--- config.mk ---
export PLATFORM = sky130hd
export DESIGN_NAME = pipelined_shifter
export DESIGN_NICKNAME = d
export VERILOG_FILES = /design/src/rtl/pipelined_shifter.sv
export SDC_FILE = /design/constraint.sdc
export NUM_CORES = 1
export LEC_CHECK = 0
export BUFFER_PORTS_ARGS = -buffer_cell sky130_fd_sc_hd__buf_2
export CELL_PAD_IN_SITES_DETAIL_PLACEMENT = 2
export CELL_PAD_IN_SITES_GLOBAL_PLACEMENT = 2
export CORE_UTILIZATION = 32
export DETAILED_ROUTE_END_ITERATION = 12
export HOLD_SLACK_MARGIN = 0.03
export PLACE_DENSITY_LB_ADDON = 0.1
export SYNTH_ARGS = -nofsm -noshare
export SYNTH_HDL_FRONTEND = slang
export SYNTH_SLANG_ARGS = --single-unit
export TNS_END_PERCENT = 5
--- constraint.sdc ---
create_clock -name clk -period 2.85 [get_ports clk]
set_input_delay 0.285 -clock clk [delete_from_list [all_inputs] [get_ports clk]]
set_output_delay 0.285 -clock clk [all_outputs]
set_load 0.03 [all_outputs]
--- src/rtl/pipelined_shifter.sv ---
// ---------------------------------------------------------------------------
// pipelined_shifter
//
// Pipelined barrel shifter for the execute stage. Performs SLL, SRL, SRA and,
// when the SHIFTER_ROTATE_EN macro is defined, ROR on a WIDTH-bit operand.
// The log-shifter network (LOG2W levels, level k shifts by 2^k) is spread
// over STAGES register stages that all advance together on a single enable.
//
// Build option:
//   SHIFTER_ROTATE_EN  defined   -> op 2'b11 rotates right by the amount
//                      undefined -> no rotate hardware, op 2'b11 acts as SLL
//
// Parameters:
//   WIDTH   operand/result width (power of two, 8..64)
//   STAGES  number of register stages in the network (1..log2(WIDTH))
//   TAG_W   width of the side-band tag
//
// Ports:
//   clk        rising-edge clock
//   rst        synchronous active-high reset, clears every stage
//   in_valid   operand/amount/op/tag valid this cycle
//   in_ready   block accepts input this cycle (= pipe advance)
//   in_data    operand to shift
//   in_amt     shift amount, only bits [LOG2W-1:0] are used
//   in_op      00 SLL, 01 SRL, 10 SRA, 11 ROR (or SLL without rotate)
//   in_tag     side-band tag carried unchanged to out_tag
//   out_valid  result valid
//   out_ready  consumer accepts result
//   out_data   shifted result
//   out_tag    tag belonging to out_data
// ---------------------------------------------------------------------------
module pipelined_shifter #(
  parameter int WIDTH  = 32,
  parameter int STAGES = 2,
  parameter int TAG_W  = 5
) (
  input  logic             clk,
  input  logic             rst,
  input  logic             in_valid,
  output logic             in_ready,
  input  logic [WIDTH-1:0] in_data,
  input  logic [WIDTH-1:0] in_amt,
  input  logic [1:0]       in_op,
  input  logic [TAG_W-1:0] in_tag,
  output logic             out_valid,
  input  logic             out_ready,
  output logic [WIDTH-1:0] out_data,
  output logic [TAG_W-1:0] out_tag
);

  localparam int LOG2W = $clog2(WIDTH);

  // The whole pipe moves as one: it advances whenever the last stage is
  // empty or being drained. Bubbles are not collapsed.
  logic adv;

  assign adv      = out_ready | ~out_valid;
  assign in_ready = adv;

  // One network level: shift by 2^k according to the operation. SRA keeps
  // the MSB in place at every level, so the fill bit stays the sign of the
  // operand captured at the input.
  function automatic logic [WIDTH-1:0] shift_level(
    input logic [WIDTH-1:0] d,
    input logic [1:0]       op,
    input int               k
  );
    logic [WIDTH-1:0] r;
    int               sh;
    sh = 1 << k;
    case (op)
      2'b01:   r = d >> sh;
      2'b10:   r = $signed(d) >>> sh;
`ifdef SHIFTER_ROTATE_EN
      2'b11:   r = (d >> sh) | (d << (WIDTH - sh));
`else
      2'b11:   r = d << sh;
`endif
      default: r = d << sh;
    endcase
    return r;
  endfunction

  for (genvar s = 0; s < STAGES; s++) begin : g_stage
    logic [WIDTH-1:0] src_data;
    logic [LOG2W-1:0] src_amt;
    logic [1:0]       src_op;
    logic [TAG_W-1:0] src_tag;
    logic             src_valid;
    logic [WIDTH-1:0] nxt_data;

    logic [WIDTH-1:0] q_data;
    logic [LOG2W-1:0] q_amt;
    logic [1:0]       q_op;
    logic [TAG_W-1:0] q_tag;
    logic             q_valid;

    // Stage 0 takes the raw inputs; later stages take the previous register.
    if (s == 0) begin : g_first
      assign src_data  = in_data;
      assign src_amt   = in_amt[LOG2W-1:0];
      assign src_op    = in_op;
      assign src_tag   = in_tag;
      assign src_valid = in_valid;
    end else begin : g_rest
      assign src_data  = g_stage[s-1].q_data;
      assign src_amt   = g_stage[s-1].q_amt;
      assign src_op    = g_stage[s-1].q_op;
      assign src_tag   = g_stage[s-1].q_tag;
      assign src_valid = g_stage[s-1].q_valid;
    end

    // Apply only the levels that belong to this stage, i.e. those with
    // floor(k*STAGES/LOG2W) == s, in increasing order of k.
    always_comb begin
      nxt_data = src_data;
      for (int k = 0; k < LOG2W; k++) begin
        if (((k * STAGES) / LOG2W) == s && src_amt[k]) begin
          nxt_data = shift_level(nxt_data, src_op, k);
        end
      end
    end

    // Stage register: reset wins over advance, otherwise load or hold.
    always_ff @(posedge clk) begin
      if (rst) begin
        q_data  <= '0;
        q_amt   <= '0;
        q_op    <= '0;
        q_tag   <= '0;
        q_valid <= 1'b0;
      end else if (adv) begin
        q_data  <= nxt_data;
        q_amt   <= src_amt;
        q_op    <= src_op;
        q_tag   <= src_tag;
        q_valid <= src_valid;
      end
    end
  end

  assign out_valid = g_stage[STAGES-1].q_valid;
  assign out_data  = g_stage[STAGES-1].q_data;
  assign out_tag   = g_stage[STAGES-1].q_tag;

  // Upper amount bits and the control fields of the final stage have no
  // consumer; they are gathered here so the intent is explicit.
  logic unused_bits;
  assign unused_bits = ^{in_amt[WIDTH-1:LOG2W],
                         g_stage[STAGES-1].q_amt,
                         g_stage[STAGES-1].q_op};

endmodule

# ---- After elaboration in Yosys (flattened, before gate mapping)
# Cells that the tools add are included.
dict set report totals {
  regBits 83
  out_inout_bits 39
  elab_cells 24
}
dict set report classes {
  n_eq_ne 4
  muxes 10
  bitwise 2
}
# operator n
set op_table {}
lappend op_table {{32-bit case mux with 2 select lines} 5}
lappend op_table {{32-bit two-way mux} 5}
lappend op_table {{2-bit by 1-bit equality test with 1-bit output, second input constant} 2}
lappend op_table {{2-bit equality test, second input constant} 2}
lappend op_table {{1-bit inverter} 1}
lappend op_table {{1-bit OR} 1}

# ---- Logic depth before layout (Yosys ltp)
dict set report logic_depth {
  ltp_word 7
  mapped_depth 10
}

# ---- Least setup slack after synthesis
# No wires, ideal clock.
dict set report synth_timing {
  path_kind {in2reg}
  from {in in_op[1]}
  to {reg g_stage[0].q_data[8]}
  setup_time_ns 0.141
  t_arrival_ns 1.824
  required_time_ns 2.709
  path_slack_ns 0.886
  stages 9
  path_buffers 2
  cell_sequence {inv_1 > ha_1 > buf_6 > o21ba_1 > buf_6 > a22o_1 > mux4_2 > a221oi_2 > a2111oi_2}
}
dict set report synth_via {
  elab_chain_len 7
}
# element line_no
set synth_rtl {}
lappend synth_rtl {{from (decl)} 43} ;# input logic [1:0] in_op,
lappend synth_rtl {{2-bit equality test / 2-bit by 1-bit equality test with 1-bit output (equally long branches)} 71} ;# case (op)
lappend synth_rtl {{32-bit case mux with 2 select lines} 71}
lappend synth_rtl {{32-bit two-way mux} 118} ;# if (((k * STAGES) / LOG2W) == s && src_amt[k]) begin
lappend synth_rtl {{32-bit case mux with 2 select lines} 71}
lappend synth_rtl {{32-bit two-way mux} 118}
lappend synth_rtl {{32-bit case mux with 2 select lines} 71}
lappend synth_rtl {{32-bit two-way mux *} 118}
lappend synth_rtl {{to (signal assigned)} 133} ;# q_data <= nxt_data;
lappend synth_rtl {{to (decl)} 92} ;# logic [WIDTH-1:0] q_data;
# Every way passes the cells marked *; elsewhere a longest branch is shown, timed or not.
# A chain may end at the register's enable or synchronous reset.

# ---- Final worst setup path
dict set report layout_timing {
  from {in in_op[0]}
  to {reg g_stage[0].q_data[18]}
}
# Same word-level chain as after synthesis.

==> flow_summary_export.csv <==
group,metric,value,unit
layout,final_cells,1234,
critical_path,reg2reg_depth,7,
critical_path,r2r_setup_slack,560,ps
floorplanning,fp.dieH,144,um
synthesis,synth_edf_count,0,
synthesis,netlist_instances,915,
routing,wl_per_cell,23.8,um
timing,period_share,90.3,%
synthesis,synth_area,6420,um2
placed_design,post-dp-hpwl,21.9,mm
clock_network,root_buffer,"clkbuf_16",
clock_network,clk_pin_slew,60,ps
floorplanning,fp.dieArea,20600,um2
hold_path,min_from,"in_amt[3]",
clock_network,clock_latency,350,ps
run_status,status,"finished clean",
layout,layout_commonest_cell,"nor2_1",
synthesis,ys_ff_latch,80,
floorplanning,design.core.area,19600,um2
placed_design,dpl.cell_count,1218,
routing,drt_iter0_drc,417,
critical_path,cp-start-kind,"input pin",
clock_network,cts_made_buffers,9,
power_and_ir_drop,intPower,2.57,mW
layout,drive_gt1_share,18.0,%
routing,drt_first_pass_iters,4,
critical_path,worstPathArrival,2780,ps
clock_network,cts_max_path_buffers,2,
timing,fin_skew,5.63,ps
synthesis,synthFlopType,"dfxtp_1",
timing,finalSetupTns,0,ps
routing,ant_nets,0,
hold_path,min_to,"g_stage[0].q_amt[3]$_SDFFE_PP0P_",
layout,syn2layout_area_growth,16.6,%
layout,antenna_cells,0,
timing,setup_viol,0,
timing,max_freq,389,MHz
critical_path,required,3050,ps
critical_path,critPathKind,"in2reg",
power_and_ir_drop,peakVddDrop,0.273,mV
power_and_ir_drop,power_frac_seq,33.2,%
synthesis,synth-warning-count,0,
routing,vias_per_cell,6.17,
flow_run,max_cap_violations,0,
routing,num_vias,7615,
timing,worst_slew_pin_slew,860,ps
floorplanning,io_pins,114,
timing,max-slew-margin-rel,41.2,%
synthesis,syn_area_per_cell,7.02,um2
layout,fillers,2357,
global_route,first_global_vias,7806,
global_route,grt_util_all_layers,29.1,%
timing,rsz0062_at_grt,"false",
synthesis,async_reset_ff_share,0,%
clock_network,cts_hold_buffers,0,
power_and_ir_drop,power_density,534,nW/um2
clock_network,clock_sink_count,80,
clock_network,cts_tree,"built",
floorplanning,initial_core_util,32.8,%
timing,maxSlewViolCount,0,
floorplanning,rows,51,
routing,drc,0,
global_route,grt_max_degree,68,
hold_path,worst_hold_path.num_cells,3,
power_and_ir_drop,power_frac_comb,30.8,%
layout,final_nets,1044,
power_and_ir_drop,p_sw_share,35.6,%
placed_design,io_buffers,86,
synthesis,synth_seq_area_share,24.9,%
power_and_ir_drop,p_leak,2.84,nW
power_and_ir_drop,p_sw,1.43,mW
global_route,antenna_found_initial,0,
floorplanning,die_w,144,um
routing,wirelength,29.4,mm
clock_network,ctsHtreeMaxLevel,3,
layout,layout_common_cells,"nor2_1 (109), nand2_1 (93), buf_2 (86)",
critical_path,end_kind,"flip-flop",
synthesis,synthDistinctLibCells,65,
timing,fin_crit,2570,ps
clock_network,cts_resized,0,
placed_design,gp_congestion,0.874,
clock_network,postCtsSetupRepairBufs,0,
critical_path,crit-reg2reg-capture,"out_data[20]$_SDFFE_PP0P_",
global_route,grt_first_pass_wirelength,45.7,mm
synthesis,synth_fp_nets,995,
global_route,grt-ovfl-total,0,
timing,finalHoldViolCount,0,
hold_path,hp-class,"in2reg",
power_and_ir_drop,power_frac_clock,36.0,%
critical_path,path_max_fanout,21,
critical_path,reg2reg_from,"g_stage[0].q_op[0]$_SDFFE_PP0P_",
-- through the flow --
step	hold WS, ps	setup WS, ps	power, mW	area [um2]	utilization [%]
after floorplan	425	886	2.10	6420	-
after global placement	436	119	2.51	7120	36.3
after detailed placement	452	-12.3	2.56	7120	36.3
after CTS	166	348	4.00	7490	38.2
after global routing	197	99.3	4.17	7490	38.2
final	170	276	4.00	7490	38.2
-- power by group through the flow --
stage          combinational (mW)  clock (mW)  sequential [mW]
6_report                     1.23        1.44             1.33
5_1_grt                      1.33        1.50             1.34
4_1_cts                      1.22        1.46             1.33
3_5_place_dp                 1.21           0             1.35
3_3_place_gp                 1.16           0             1.34
2_1_floorplan               0.712           0             1.39
-- layout make-up --
cell class	count	area, um2	area share [%]
Clock buffer	9	225	3.01
Inverter	14	52.6	0.702
Clock inverter	7	144	1.92
Multi-Input combinational cell	730	4330	57.8
Sequential cell	80	1600	21.4
Timing Repair Buffer	129	803	10.7
Tap cell	265	332	4.43
-- metal layers --
metal / vias up / track usage (%) / part of all wire [%]
met2: 184 / 47.4 / 47
met1: 3843 / 38.9 / 47
met5: - / 0 / 0
met3: 40 / 3.33 / 3.3
met4: 0 / 11.5 / 2.9
li1: 3548 / - / -
-- sequential cells by signal (all words and copies together), names as in the netlist --
register and flops:
out_data 32, g_stage.q_amt 2, g_stage.q_tag 5, g_stage.q_data 32, out_valid 1, out_tag 5, g_stage.q_op 2, g_stage.q_valid 1
-- cells in the mapped netlist (5+ instances only) --
library cell / instances / share of area [%]
nor2_1: 109 / 6.4
nand2_1: 93 / 5.4
a21oi_1: 83 / 6.5
dfxtp_1: 80 / 25
o21ai_0: 67 / 5.2
a31oi_1: 41 / 4.0
clkbuf_1: 41 / 2.4
nor3_1: 33 / 2.6
buf_2: 29 / 2.3
a211oi_1: 27 / 3.2
a221oi_1: 26 / 3.5
nor2b_1: 26 / 2.5
nand3_1: 20 / 1.6
o22ai_1: 20 / 1.9
o211ai_1: 16 / 1.9
nand2b_1: 15 / 1.5
a22oi_1: 14 / 1.6
a311oi_1: 14 / 1.9
inv_1: 12 / 0.70
o21bai_1: 12 / 1.4
mux2i_1: 11 / 1.7
mux2_2: 10 / 1.8
o31ai_1: 10 / 1.2
buf_1: 9 / 0.53
and2_1: 8 / 0.78
nand3b_1: 7 / 0.82
buf_6: 6 / 1.1
a32oi_1: 5 / 0.68
buf_4: 5 / 0.58
ha_1: 5 / 0.97
-- how the worst max path moves through the flow --
stage | startpoint | to | slack [ps] | cells after the start
floorplan | in_op[1] | g_stage[0].q_data[8]$_SDFFE_PP0P_ | 890 | 9
global placement | in_op[0] | g_stage[0].q_data[18]$_SDFFE_PP0P_ | 120 | 9
detailed placement | in_op[0] | g_stage[0].q_data[18]$_SDFFE_PP0P_ | -10 | 9
CTS | in_op[0] | g_stage[0].q_data[18]$_SDFFE_PP0P_ | 350 | 9
global route | in_op[0] | g_stage[0].q_data[18]$_SDFFE_PP0P_ | 100 | 9
finish | in_op[0] | g_stage[0].q_data[18]$_SDFFE_PP0P_ | 280 | 9
-- worst max-delay path, stage by stage --
cell and delay, ps:
buf_2 130, inv_1 70, ha_2 320, buf_4 260, inv_1 290, a311oi_1 390, nor3_1 140, a2111oi_0 760
o31ai_1 130
-- cell families (layout without fill, tap and decap cells) --
logic type / count (synthesis) / count (layout) / synth area share [%]
compound gates: 381 / 381 / 39.9
simple gates: 322 / 322 / 22.7
buf+inv: 105 / 159 / 7.72
flops: 80 / 80 / 24.9
mux: 22 / 22 / 3.82
fa+ha+maj: 5 / 5 / 0.974
(Power assumes the default switching activity.)
